`src/rtl/ic_test_sequencer.sv`:
```
// Steps the IC checker through every (tester class, gate) candidate, waits a
// settle interval per candidate, and reports the first candidate that passes.
module ic_test_sequencer #(
  parameter int NUM_GATES     = 6,
  parameter int SETTLE_CYCLES = 100000010,
  parameter int CNT_W         = 32
) (
  input  logic       clk,
  input  logic       rst,
  input  logic       start,
  input  logic       icg,
  input  logic       pass,
  input  logic       fail,
  output logic [2:0] tester,
  output logic [2:0] gate,
  output logic       busy,
  output logic       done,
  output logic       found,
  output logic       aborted,
  output logic [2:0] found_tester,
  output logic [2:0] found_gate
);

  localparam logic [2:0] S_IDLE   = 3'd0;
  localparam logic [2:0] S_APPLY  = 3'd1;
  localparam logic [2:0] S_SETTLE = 3'd2;
  localparam logic [2:0] S_SAMPLE = 3'd3;
  localparam logic [2:0] S_DONE   = 3'd4;

  localparam logic [CNT_W-1:0] CNT_LAST  = CNT_W'(SETTLE_CYCLES - 1);
  localparam logic [2:0]       GATE_LAST = 3'(NUM_GATES - 1);
  localparam logic [2:0]       TST_LAST  = 3'd4;

  logic [2:0]       state_q, state_d;
  logic [CNT_W-1:0] cnt_q, cnt_d;
  logic [2:0]       tester_q, tester_d;
  logic [2:0]       gate_q, gate_d;
  logic             busy_q, busy_d;
  logic             done_q, done_d;
  logic             found_q, found_d;
  logic             aborted_q, aborted_d;
  logic [2:0]       found_tester_q, found_tester_d;
  logic [2:0]       found_gate_q, found_gate_d;

  always_comb begin
    state_d        = state_q;
    cnt_d          = cnt_q;
    tester_d       = tester_q;
    gate_d         = gate_q;
    found_d        = found_q;
    aborted_d      = aborted_q;
    found_tester_d = found_tester_q;
    found_gate_d   = found_gate_q;

    case (state_q)
      S_IDLE: begin
        if (start) begin
          found_d = 1'b0;
          if (icg) begin
            aborted_d      = 1'b0;
            found_tester_d = 3'd0;
            found_gate_d   = 3'd0;
            tester_d       = 3'd0;
            gate_d         = 3'd0;
            state_d        = S_APPLY;
          end else begin
            aborted_d = 1'b1;
            state_d   = S_DONE;
          end
        end
      end
      S_APPLY: begin
        if (!icg) begin
          aborted_d = 1'b1;
          state_d   = S_DONE;
        end else begin
          cnt_d   = '0;
          state_d = S_SETTLE;
        end
      end
      S_SETTLE: begin
        cnt_d = cnt_q + CNT_W'(1);
        if (!icg) begin
          aborted_d = 1'b1;
          state_d   = S_DONE;
        end else if (cnt_q == CNT_LAST) begin
          state_d = S_SAMPLE;
        end
      end
      S_SAMPLE: begin
        if (!icg) begin
          aborted_d = 1'b1;
          state_d   = S_DONE;
        end else if (pass && !fail) begin
          found_d        = 1'b1;
          found_tester_d = tester_q;
          found_gate_d   = gate_q;
          state_d        = S_DONE;
        end else if (tester_q == TST_LAST && gate_q == GATE_LAST) begin
          state_d = S_DONE;
        end else begin
          // The NOT class has a single candidate, so it always steps straight on.
          if (tester_q == 3'd0 || gate_q == GATE_LAST) begin
            tester_d = tester_q + 3'd1;
            gate_d   = 3'd0;
          end else begin
            gate_d = gate_q + 3'd1;
          end
          state_d = S_APPLY;
        end
      end
      S_DONE:  state_d = S_IDLE;
      default: state_d = S_IDLE;
    endcase

    // Status outputs are registered from the next state so they align with it.
    busy_d = (state_d == S_APPLY) || (state_d == S_SETTLE) || (state_d == S_SAMPLE);
    done_d = (state_d == S_DONE);
  end

  always_ff @(posedge clk) begin
    if (rst) begin
      state_q        <= S_IDLE;
      cnt_q          <= '0;
      tester_q       <= 3'd0;
      gate_q         <= 3'd0;
      busy_q         <= 1'b0;
      done_q         <= 1'b0;
      found_q        <= 1'b0;
      aborted_q      <= 1'b0;
      found_tester_q <= 3'd0;
      found_gate_q   <= 3'd0;
    end else begin
      state_q        <= state_d;
      cnt_q          <= cnt_d;
      tester_q       <= tester_d;
      gate_q         <= gate_d;
      busy_q         <= busy_d;
      done_q         <= done_d;
      found_q        <= found_d;
      aborted_q      <= aborted_d;
      found_tester_q <= found_tester_d;
      found_gate_q   <= found_gate_d;
    end
  end

  assign tester       = tester_q;
  assign gate         = gate_q;
  assign busy         = busy_q;
  assign done         = done_q;
  assign found        = found_q;
  assign aborted      = aborted_q;
  assign found_tester = found_tester_q;
  assign found_gate   = found_gate_q;

endmodule

```
`config.mk`:
```
export PLATFORM = sky130hd
export DESIGN_NAME = ic_test_sequencer
export DESIGN_NICKNAME = d
export VERILOG_FILES = /design/src/rtl/ic_test_sequencer.sv
export SDC_FILE = /design/constraint.sdc
export NUM_CORES = 1
export LEC_CHECK = 0
export BUFFER_PORTS_ARGS = -buffer_cell sky130_fd_sc_hd__buf_2
export CAP_MARGIN = 10
export CORE_ASPECT_RATIO = 0.5
export CORE_UTILIZATION = 60
export CTS_BUF_LIST = sky130_fd_sc_hd__clkbuf_8
export DETAILED_ROUTE_END_ITERATION = 12
export PLACE_DENSITY = 0.89
export SLEW_MARGIN = 20
export SYNTH_ARGS = -nofsm -noshare
export SYNTH_HDL_FRONTEND = slang
export SYNTH_SLANG_ARGS = --single-unit
```
`constraint.sdc`:
```
create_clock -name clk -period 2.4 [get_ports clk]
set_input_delay 0.48 -clock clk [delete_from_list [all_inputs] [get_ports clk]]
set_output_delay 0.48 -clock clk [all_outputs]
set_load 0.02 [all_outputs]
```
==> results summary, run 1 <==
The maximum clock frequency is 431 MHz. The number of nets handed over by synthesis was 333. The initial antenna violation count is 0. The weighted congestion reported at the end of routability-driven placement is 0.953. Along the worst hold path, the cell count comes to 2.

The growth of design area from synthesis to finish came out at 10.9%. The worst register-to-register path begins at cnt_q[0]. The area taken by flip-flops and latches is 1020 µm². The launch point of the worst hold path is rst. The share of the clock period used by the worst path after layout is 96.6%. The critical path buffer and inverter count is 1. The clock network burns 42.8% of the power.

The later-pin clock latency in the skew report came out at 320 ps. The depth of the worst register-to-register path came out at 6. The placed wire-length estimate came out at 4.60 mm. The routed wire length on met2 came out at 3.22 mm. The quantity of I/O buffers inserted on ports came out at 21. Between clock sinks in the finished design, the worst skew comes to 9.92 ps. The number of setup buffers added after CTS is 0. The top cell types in the final layout, fill and taps aside, are sky130_fd_sc_hd__dfxtp_1, sky130_fd_sc_hd__a21oi_1, sky130_fd_sc_hd__nor2_1. The cell sitting at the root of the clock tree is a sky130_fd_sc_hd__clkbuf_8.

The total length of routed wires came out at 7.09 mm. The maximum buffer depth of the clock tree came out at 2. The total of flip-flops plus latches after synthesis came out at 51.

The filler cell count came out at 289. The count of different cell masters after synthesis is 48. The share of Yosys cell area claimed by the top area cell type is 37.7%.

In the routed design, unresolved DRC markers number 0. The type of the tightest min-delay check is primary input to register. Walking the worst path, the cells encountered are ha_2 > nand4_1 > or4_1 > buf_4 > o311ai_0 > a21oi_1.

The flow ran to the end, and the final reports show no timing, DRC or antenna violations. The total non-filler cell area in the finished layout came out at 3010 µm². Setup repair after global routing left no endpoint under its margin. For the finished layout, the period the worst path requires is 2320 ps. The first routing iteration left 371 violations. TritonCTS built the clock tree. The register area share after synthesis is 37.7%. The cts-stage hold buffer count is 0.

The number of maximum-capacitance violations is 0. Setup violations remaining at the end of the flow were counted as 0. The number of flops mapped to enable cells by yosys is 0. The met3 routed wirelength is 715 µm.

Internal power comes to 1.29 mW. For the pin with the worst max-slew slack, the measured transition is 667 ps. The die width is 97.1 µm. Of all nets on the critical path, the largest fanout is 7. For this configuration, the core starts out at a cell density of 66.1%. In the global route stage, overall resource usage came out at 30.0%. Each instance of the synthesized netlist takes up on average 8.45 µm². The fraction of power consumed by sequential logic came out at 51.7%.

In this run the vertical extent of the chip is 49.5 µm. The relative max-transition margin came out at 55.1%. The arrival time of data at the critical path endpoint is 2500 ps. In the final routed layout, each cell accounts on average for 18.0 µm. The clock-pin transition on the worst setup and hold timing paths came out at 90 ps. By startpoint and endpoint, the worst setup path is classified as register to register.

In this run the remaining antenna-violating nets after routing total 0. The total area inside the core boundary comes to 4100 µm². The number of instances in the synthesized netlist is 321. The standard-cell row count came out at 16. The number of vias in the routed layout came out at 2698. In the synthesized netlist the dominant register cell turns out to be sky130_fd_sc_hd__dfxtp_1. The clock tree synthesis step divided the H-tree into 2 levels. The total power per unit cell area came out at 551 nW/µm². The worst setup path is captured at a register. The via count of the first global-routing pass is 2392. In this run the cell area of the synthesized design comes to 2710 µm². The first-pass detailed-route iteration total is 7. The final net count came out at 351. The clock buffer count from CTS is 5.

The hold violation count in the final report is 0. The maximum cell stage delay along the critical path is 610 ps. The dominant delay contributor by cell family on the critical path is simple AND/OR/NAND/NOR gates. The endpoint identified for the worst register-to-register timing path is cnt_q[24]. The post-place instance area came out at 2870 µm². The yosys synthesis warning count is 0.

STA classifies the critical path startpoint as a register. For this design, the sink count on the clock tree is 51. The maximum number of pins on one net before global-route repair is 37. The combinational share of power is 5.5%. The final setup TNS came out at 0 ps.

The required time of the critical path came out at 2580 ps. The net switching component of the power is 365 µW. The path with the worst hold slack has its endpoint at found. The setup slack of the worst register-to-register path is 80 ps. The most frequent standard cell in the layout excluding fill and tap cells is sky130_fd_sc_hd__dfxtp_1. The I/O pin count is 22. The first-pass GRT wire length is 11.5 mm.

The cell type contributing the most total cell area after synthesis is sky130_fd_sc_hd__dfxtp_1. The switching share of power is 22.0%. Of all flip-flops after synthesis, the portion carrying an async set or reset was 0%. On the critical path, the stage with the largest delay is an instance of sky130_fd_sc_hd__or4_1.

0 antenna diodes ended up in the layout. The total count of max-transition violations in the final report came out at 0. The share of layout cells above drive strength 1 came out at 16.2%. The leakage power came out at 1.07 nW.

The sum of overflow across all layers after global routing is 0. The worst vdd rail ir drop is 387 µV. The detailed router used layers up to and including met4. Summing all multi-input logic gate instances after layout gives 1570 µm². The routed metal-1 wire length came out at 3.00 mm.

Hold is met by 477 ps. In the post-synthesis netlist, the biggest area contributors are sky130_fd_sc_hd__dfxtp_1, sky130_fd_sc_hd__a21oi_1, sky130_fd_sc_hd__nand4_1. The overall die area came out at 4810 µm². Using the TritonRoute via totals, the vias-per-cell ratio works out to 6.85. The final core utilization came out at 73.3%.
how the worst max path moves through the flow:
stage             start         to  slack (ps)  depth (start not counted)
2_1_floorplan  cnt_q[0]  cnt_q[30]         290                          6
3_3_place_gp   cnt_q[0]  cnt_q[30]         260                          5
3_5_place_dp   cnt_q[0]  cnt_q[30]         190                          5
4_1_cts        cnt_q[0]  cnt_q[24]         120                          6
5_1_grt        cnt_q[0]  cnt_q[24]           3                          6
6_report       cnt_q[0]  cnt_q[24]          80                          6
cells in the mapped netlist, types with 2 or more instances:
library cell / number
sky130_fd_sc_hd__nor4b_1: 4
sky130_fd_sc_hd__o311ai_0: 4
sky130_fd_sc_hd__and4_1: 4
sky130_fd_sc_hd__dfxtp_1: 51
sky130_fd_sc_hd__ha_1: 6
sky130_fd_sc_hd__mux2_2: 9
sky130_fd_sc_hd__a211oi_1: 3
sky130_fd_sc_hd__a31o_2: 2
sky130_fd_sc_hd__clkbuf_2: 2
sky130_fd_sc_hd__o211ai_1: 12
sky130_fd_sc_hd__a22o_1: 6
sky130_fd_sc_hd__a21oi_1: 29
sky130_fd_sc_hd__nor4_1: 7
sky130_fd_sc_hd__nand2_1: 15
sky130_fd_sc_hd__inv_1: 12
sky130_fd_sc_hd__or3_1: 13
sky130_fd_sc_hd__or2_2: 4
sky130_fd_sc_hd__clkbuf_1: 12
sky130_fd_sc_hd__and3_1: 11
sky130_fd_sc_hd__or4_1: 13
sky130_fd_sc_hd__nor2_1: 24
sky130_fd_sc_hd__a31oi_1: 2
sky130_fd_sc_hd__buf_2: 4
sky130_fd_sc_hd__nor3_1: 9
sky130_fd_sc_hd__nand4bb_1: 2
sky130_fd_sc_hd__and4b_1: 4
sky130_fd_sc_hd__nand3_1: 17
sky130_fd_sc_hd__nand4_1: 17
sky130_fd_sc_hd__nand2b_1: 3
sky130_fd_sc_hd__o21ai_0: 2
metal layers:
metal,vias up,track usage [%]
met4,0,10.4
met1,1237,39.0
met3,28,8.09
met2,167,48.8
li1,1266,-
met5,-,0
sequential cells by signal, summed over array words and instances (netlist names):
signal	count
found	1
done	1
cnt_q	32
aborted	1
found_tester	3
tester	3
state_q	3
found_gate	3
busy	1
gate	3
worst reg2reg max path, stage by stage (launching register included):
cell                       delay [ps]
sky130_fd_sc_hd__dfxtp_1          460
sky130_fd_sc_hd__ha_2             280
sky130_fd_sc_hd__nand4_1          140
sky130_fd_sc_hd__or4_1            610
sky130_fd_sc_hd__buf_4            200
sky130_fd_sc_hd__o311ai_0         380
sky130_fd_sc_hd__a21oi_1          130
area by class of cell:
| class | instances | share of cell area (%) |
|---|---|---|
| inverter | 12 | 1.50 |
| sequential | 51 | 33.9 |
| clock buffer | 5 | 2.29 |
| timing repair buffer | 30 | 5.74 |
| multi-input combinational | 239 | 52.2 |
| clock inverter | 3 | 2.12 |
| tap | 54 | 2.25 |
logic make-up after synthesis:
| group | after synthesis | synth area share (%) |
|---|---|---|
| and+or+nand+nor | 156 | 34.4 |
| AOI/OAI and AO/OA | 68 | 16.9 |
| DFF | 51 | 37.7 |
| buffers and inverters | 31 | 4.57 |
| muxes | 9 | 3.74 |
| adders and majority gates | 6 | 2.77 |
repair_timing:
action | in CTS | in global routing
gates resized for setup | 0 | 1
setup endpoints to repair | 0 | 2
endpoints found under the hold margin | 0 | 0
through the flow:
step                      setup WS (ps)  instances  power, mW
after floorplan                     286        321      0.937
after global placement              262        386      0.962
after detailed placement            192        386      0.965
after CTS                           118        394       1.66
after global routing               2.62        394       1.70
final                              80.6        394       1.66
power groups by stage:
stage / Combinational, mW / Clock (mW) / Sequential (mW)
finish: 0.0919 / 0.709 / 0.857
global route: 0.0994 / 0.746 / 0.858
CTS: 0.0898 / 0.709 / 0.857
detailed placement: 0.0890 / 0 / 0.877
global placement: 0.0855 / 0 / 0.876
floorplan: 0.0555 / 0 / 0.882
Note: power is estimated with default switching activity, not from simulation.
==> run 2, diff against run 1 <==
- CELL_PAD_IN_SITES_DETAIL_PLACEMENT: default -> 1
- CELL_PAD_IN_SITES_GLOBAL_PLACEMENT: default -> 1
- CORE_UTILIZATION: 60 -> 47
- PLACE_DENSITY: 0.89 -> 0.91
==> results summary, run 2 (synthesis gave the netlist of run 1 again) <==
The flow ran to the end, and the final reports show no timing, DRC or antenna violations. The region available for standard cell placement spans 5520 µm². The top cell types in the final layout, fill and taps aside, are sky130_fd_sc_hd__dfxtp_1, sky130_fd_sc_hd__a21oi_1, sky130_fd_sc_hd__nor2_1. Wires add up to 8.24 mm. The final core utilization came out at 54.5%. Counting the buffers created by CTS gives 5.

The worst hold path belongs to the class primary input to register. The tree is rooted in a sky130_fd_sc_hd__clkbuf_8. The total instance count after detailed placement came out at 406. The initial antenna violation count was 0. More flip-flops sit in one register than any other, and that register is cnt_q. The I/O pin count is 22. From synthesis to final layout, the design area changed by 10.9%.

The sum of overflow across all layers after global routing is 0. The leakage power came out at 1.06 nW. The post-place instance area is 2900 µm². The endpoint kind of the worst setup timing path is a register. The total non-filler cell area in the finished layout is 3010 µm². In this run, flip-flops and latches consume 56.6% of the power.

The final layout contains 352 nets. The weighted congestion reported at the end of routability-driven placement came out at 0.864. The number of DRC violations after detailed-routing iteration 0 is 255. The arrival time of data at the critical path endpoint came out at 2460 ps. The first global-routing pass estimated 13.5 mm of wire. The overall track demand over capacity in global routing came out at 28.8%. Between clock sinks in the finished design, the worst skew comes to 6.97 ps. The die is 109 µm wide.

The internal power of the cells totals 1.14 mW. The CTS H-tree depth came out at 2. The required time of the critical path came out at 2600 ps.

The number of nets still failing antenna checks after routing came out at 0. For this run, the number of standard cells in the final layout without fillers is 414. The final-report setup violation count came out at 0. The number of logic stages on the critical path including buffering is 5. The total power per unit cell area is 503 nW/µm².

The flip-flop count of the largest register, all copies and words added came out at 32. The worst hold path was traced through 2 stages. Setup repair after global routing left no endpoint under its margin. Entering global routing, the biggest net connects 38 pins. The clock drives 51 sinks. The via count of the first global-routing pass was 2751.

The maximum cell stage delay along the critical path is 640 ps. The number of antenna diodes in the final layout is 0. The relative max-transition margin is 50.2%.

The net switching component of the power came out at 372 µW. The clock-pin transition on the worst setup and hold timing paths is 90 ps. The number of maximum-capacitance violations is 0.

The height of the die is 55.7 µm. The switching share of power is 24.6%. Summing over every cut layer, the via total after detailed routing is 2676. The power share of the clock group is 37.0%. The slowest cell on the critical path is sky130_fd_sc_hd__or4_1. The final setup TNS is 0 ps.

The measured slew at the worst slew-check pin came out at 740 ps. The total of cells resized after clock tree synthesis is 0. The depth of the worst register-to-register path is 5. Counting along the longest clock path gives a buffer depth of 2.

Broken down by cell family, the worst path's largest delay share belongs to simple AND/OR/NAND/NOR gates. Leaving out fill and tap cells, the most frequent cell in the layout is sky130_fd_sc_hd__dfxtp_1. The hold violation count in the final report came out at 0. TritonCTS built the clock tree. Walking the worst path, the cells encountered are ha_2 > nand4_1 > or4_1 > nor4b_1 > mux2_2. The worst setup path is launched from a register.

Input and output buffers added on the ports amount to 21. The effective utilization at floorplan came out at 49.2%. In this run the worst path has a maximum fanout of 6. The worst vdd rail ir drop is 278 µV. After detailed routing, the average wire length per cell comes to 19.9 µm. The number of hold buffers added after CTS was 0.

The remaining design rule violation count came out at 0. The later-pin clock latency in the skew report came out at 310 ps. Once the clock tree was built, the setup fixing pass inserted 0 buffers. The first-pass detailed-route iteration total came out at 4.

Together, buffers and inverters on the worst path number 0. The placed wire-length estimate came out at 5.86 mm. The maximum clock frequency is 443 MHz. The clock period minus final worst setup slack is 2260 ps. The share of layout cells above drive strength 1 is 16.7%.

The sum of internal, switching and leakage power is 1.51 mW. The floorplan has 19 rows. The total count of max-transition violations in the final report came to 0.

Of the available clock period, the critical path in the final layout requires 94.1%. The combinational share of power came out at 6.3%. The overall die area is 6090 µm². The average vias per placed instance came out at 6.46.

The worst setup path is of the register to register kind.
-- run 2: power groups by stage --
stage	registers [mW]	clock network (mW)	logic [mW]
global placement	0.876	0	0.0888
CTS	0.857	0.561	0.0950
floorplan	0.882	0	0.0555
finish	0.857	0.561	0.0959
detailed placement	0.877	0	0.0939
global route	0.858	0.593	0.104
-- run 2: layout make-up --
type / instances / area, µm²
repair buffers: 31 / 180
clock buffers: 7 / 96.3
clock inverters: 1 / 3.75
fillers: 670 / 2510
flip-flops and latches: 51 / 1020
well taps: 73 / 91.3
inverters: 12 / 45.0
multi-input cells: 239 / 1570
-- run 2: stage by stage --
step,hold slack (ps),setup WS [ps]
floorplan,483,286
global placement,450,233
detailed placement,461,134
CTS,457,99.2
global route,477,9.20
finish,458,141
-- run 2: layer usage --
metal	global-route usage [%]	share of wire, %
met5	0	0
met4	8.95	1.4
met3	5.74	4.7
met2	49.4	50
met1	36.4	44
-- run 2: path summary, 6_finish.rpt --
path	start	endpoint	slack (ps)
worst max-delay path	cnt_q[1]	cnt_q[30]	140
worst min-delay path	rst	found	460
worst max register to register	cnt_q[1]	cnt_q[30]	140
worst min register to register	found_tester[1]	found_tester[1]	480
==> run 3, diff against run 2 <==
- CORE_ASPECT_RATIO: 0.5 -> 1.5
- clock period: 2.4 -> 2.35 ns (I/O delays scaled with it)
==> results summary, run 3 (synthesis gave the netlist of run 1 again) <==
The flow ran to the end, and the final reports show no timing, DRC or antenna violations. The power share of the clock group is 40.0%. The CTS H-tree depth came out at 2. In this run the tightest slew margin relative to its limit is 57.3%. The via count of the first global-routing pass was 2835. The first-pass GRT wire length came out at 13.6 mm.

The sum of overflow across all layers after global routing came out at 0. The clock period minus final worst setup slack came out at 2220 ps. The worst vdd rail ir drop is 229 µV.

The total of cells resized after clock tree synthesis came out at 0. The setup slack after layout came out at 132 ps. The sequential cells in the finished layout cover a total of 1020 µm².

The internal power component is 1.25 mW. The post-placement setup slack is 141 ps. Per report_power, the sequential group accounts for 53.9% of the total. In this run the worst hold path is classified as register to register. The number of antenna diodes is 0. The later-pin clock latency in the skew report came out at 310 ps.

The clock buffer count from CTS is 5. The overall track demand over capacity in global routing came out at 28.8%. The I/O pin count came out at 22. Clock tree synthesis selected as its root buffer the cell sky130_fd_sc_hd__clkbuf_8.

The number of nets still failing antenna checks after routing is 0. Setup repair after global routing left no endpoint under its margin. The number of setup buffers added after CTS is 0. The average wire length per cell after detail routing came out at 20.2 µm. The hold violation count in the final report came out at 0. The maximum number of pins on one net before global-route repair came out at 29. From left edge to right edge, the die measures 64.0 µm.

Measured in cells, the most critical reg-to-reg path has a length of 5. The clock-pin transition on the worst setup and hold timing paths is 100 ps. The cts-stage hold buffer count is 0. The arrival time of data at the critical path endpoint came out at 2460 ps.

The most critical setup path has its startpoint at cnt_q[1]. Based on the critical path, the design can be clocked at up to 451 MHz. The total power per unit cell area came out at 529 nW/µm².

The register with the most flip-flops is cnt_q. The total count of max-transition violations in the final report came out at 0. Leaving out fill and tap cells, the most frequent cell in the layout is sky130_fd_sc_hd__dfxtp_1.

The multi-input combinational cells in the finished layout cover a total of 1570 µm². The setup slack of the worst register-to-register path came out at 130 ps. Setup total negative slack on the finished layout was measured at 0 ps.

The remaining design rule violation count is 0. The clock sink count is 51. The final worst clock skew came out at 10.2 ps. The first-pass detailed-route iteration total came out at 4. The leakage power is 1.10 nW. STA classifies the critical path endpoint as a register. The maximum buffer depth of the clock tree is 2. The startpoint identified for the worst hold timing path is found_tester[0]. The standard-cell row count is 33. Combinational cells account for 6.1% of the total power. The average vias per placed instance is 6.55. The net switching component of the power is 378 µW. The terminus of the critical flop-to-flop path is cnt_q[24]. In this run the standard cell core region covers 5490 µm². The path with the worst hold slack has its endpoint at found_tester[0]. The share of layout cells above drive strength 1 is 18.4%. TritonCTS built the clock tree. The flip-flop count of the largest register, all copies and words added is 32. The growth of design area from synthesis to finish is 13.2%. Data on the critical path is required at its endpoint by 2590 ps. After filler insertion, the fill cell instance count of the layout stands at 681. The quantity of I/O buffers inserted on ports came out at 21. At the end of routability-driven placement, the weighted congestion stood at 0.823. The initial antenna violation count came out at 0. Summed over all nets, the half-perimeter wirelength after detailed placement is 5.77 mm. The overall die area came out at 6080 µm². Across all layers, the routed design uses 2733 vias.

The height of the die is 95.0 µm. The worst setup path is launched from a register. The measured slew at the worst slew-check pin is 635 ps.

In the layout the commonest cells are sky130_fd_sc_hd__dfxtp_1, sky130_fd_sc_hd__a21oi_1, sky130_fd_sc_hd__nor2_1. For this configuration, the core starts out at a cell density of 49.4%. The share of the clock period used by the worst path after layout came out at 94.4%. The number of maximum-capacitance violations is 0. The final net count came out at 358. The final-report setup violation count came out at 0.

The total length of routed wires is 8.43 mm. The peak fanout along the critical path came out at 6. The number of DRC violations after detailed-routing iteration 0 came out at 137. The type of the worst setup path is register to register. Along the worst hold path, the cell count comes to 1.

In this run the critical register-to-register path is launched from cnt_q[1]. The switching share of power is 23.3%.
run 3: worst max path at each step:
stage | end | slack [ps] | cells past startpoint
2_1_floorplan | cnt_q[30] | 240 | 6
3_3_place_gp | cnt_q[30] | 200 | 5
3_5_place_dp | cnt_q[30] | 140 | 5
4_1_cts | cnt_q[30] | 80 | 5
5_1_grt | cnt_q[22] | 20 | 5
6_report | cnt_q[24] | 130 | 5
run 3: area by class of cell:
cell class                      count  area share, %
Multi-Input combinational cell    239           51.2
Sequential cell                    51           33.3
Timing Repair Buffer               37           7.33
Tap cell                           70           2.85
Clock buffer                        6           2.69
Inverter                           12           1.47
Clock inverter                      2           1.14
run 3: power groups by stage:
stage	sequential [mW]	clock [mW]	combinational [mW]
floorplan	0.901	0	0.0567
global placement	0.895	0	0.0922
detailed placement	0.895	0	0.0966
CTS	0.875	0.652	0.0978
global route	0.876	0.691	0.107
finish	0.875	0.650	0.0983
run 3: per-stage QoR:
| step | hold WS [ps] | power [mW] | util [%] | std cells | area, µm² |
|---|---|---|---|---|---|
| floorplan | 483 | 0.957 | - | 321 | 2710 |
| global placement | 450 | 0.987 | 53.6 | 409 | 2950 |
| detailed placement | 470 | 0.992 | 53.6 | 409 | 2950 |
| CTS | 493 | 1.62 | 55.8 | 417 | 3060 |
| global route | 507 | 1.67 | 55.9 | 417 | 3070 |
| finish | 488 | 1.62 | 55.9 | 417 | 3070 |
run 3: per-layer routing:
metal  track usage (%)  wire [µm]
met5                 0          0
met1              30.6       3330
met3              5.02        409
met4              13.8        238
met2              54.2       4450
run 3: critical path: stages, from the launching register on:
cell and delay, ps:
sky130_fd_sc_hd__dfxtp_1 420, sky130_fd_sc_hd__ha_1 240, sky130_fd_sc_hd__nand4_1 160, sky130_fd_sc_hd__or4_1 630, sky130_fd_sc_hd__or4_1 520, sky130_fd_sc_hd__a21oi_1 190
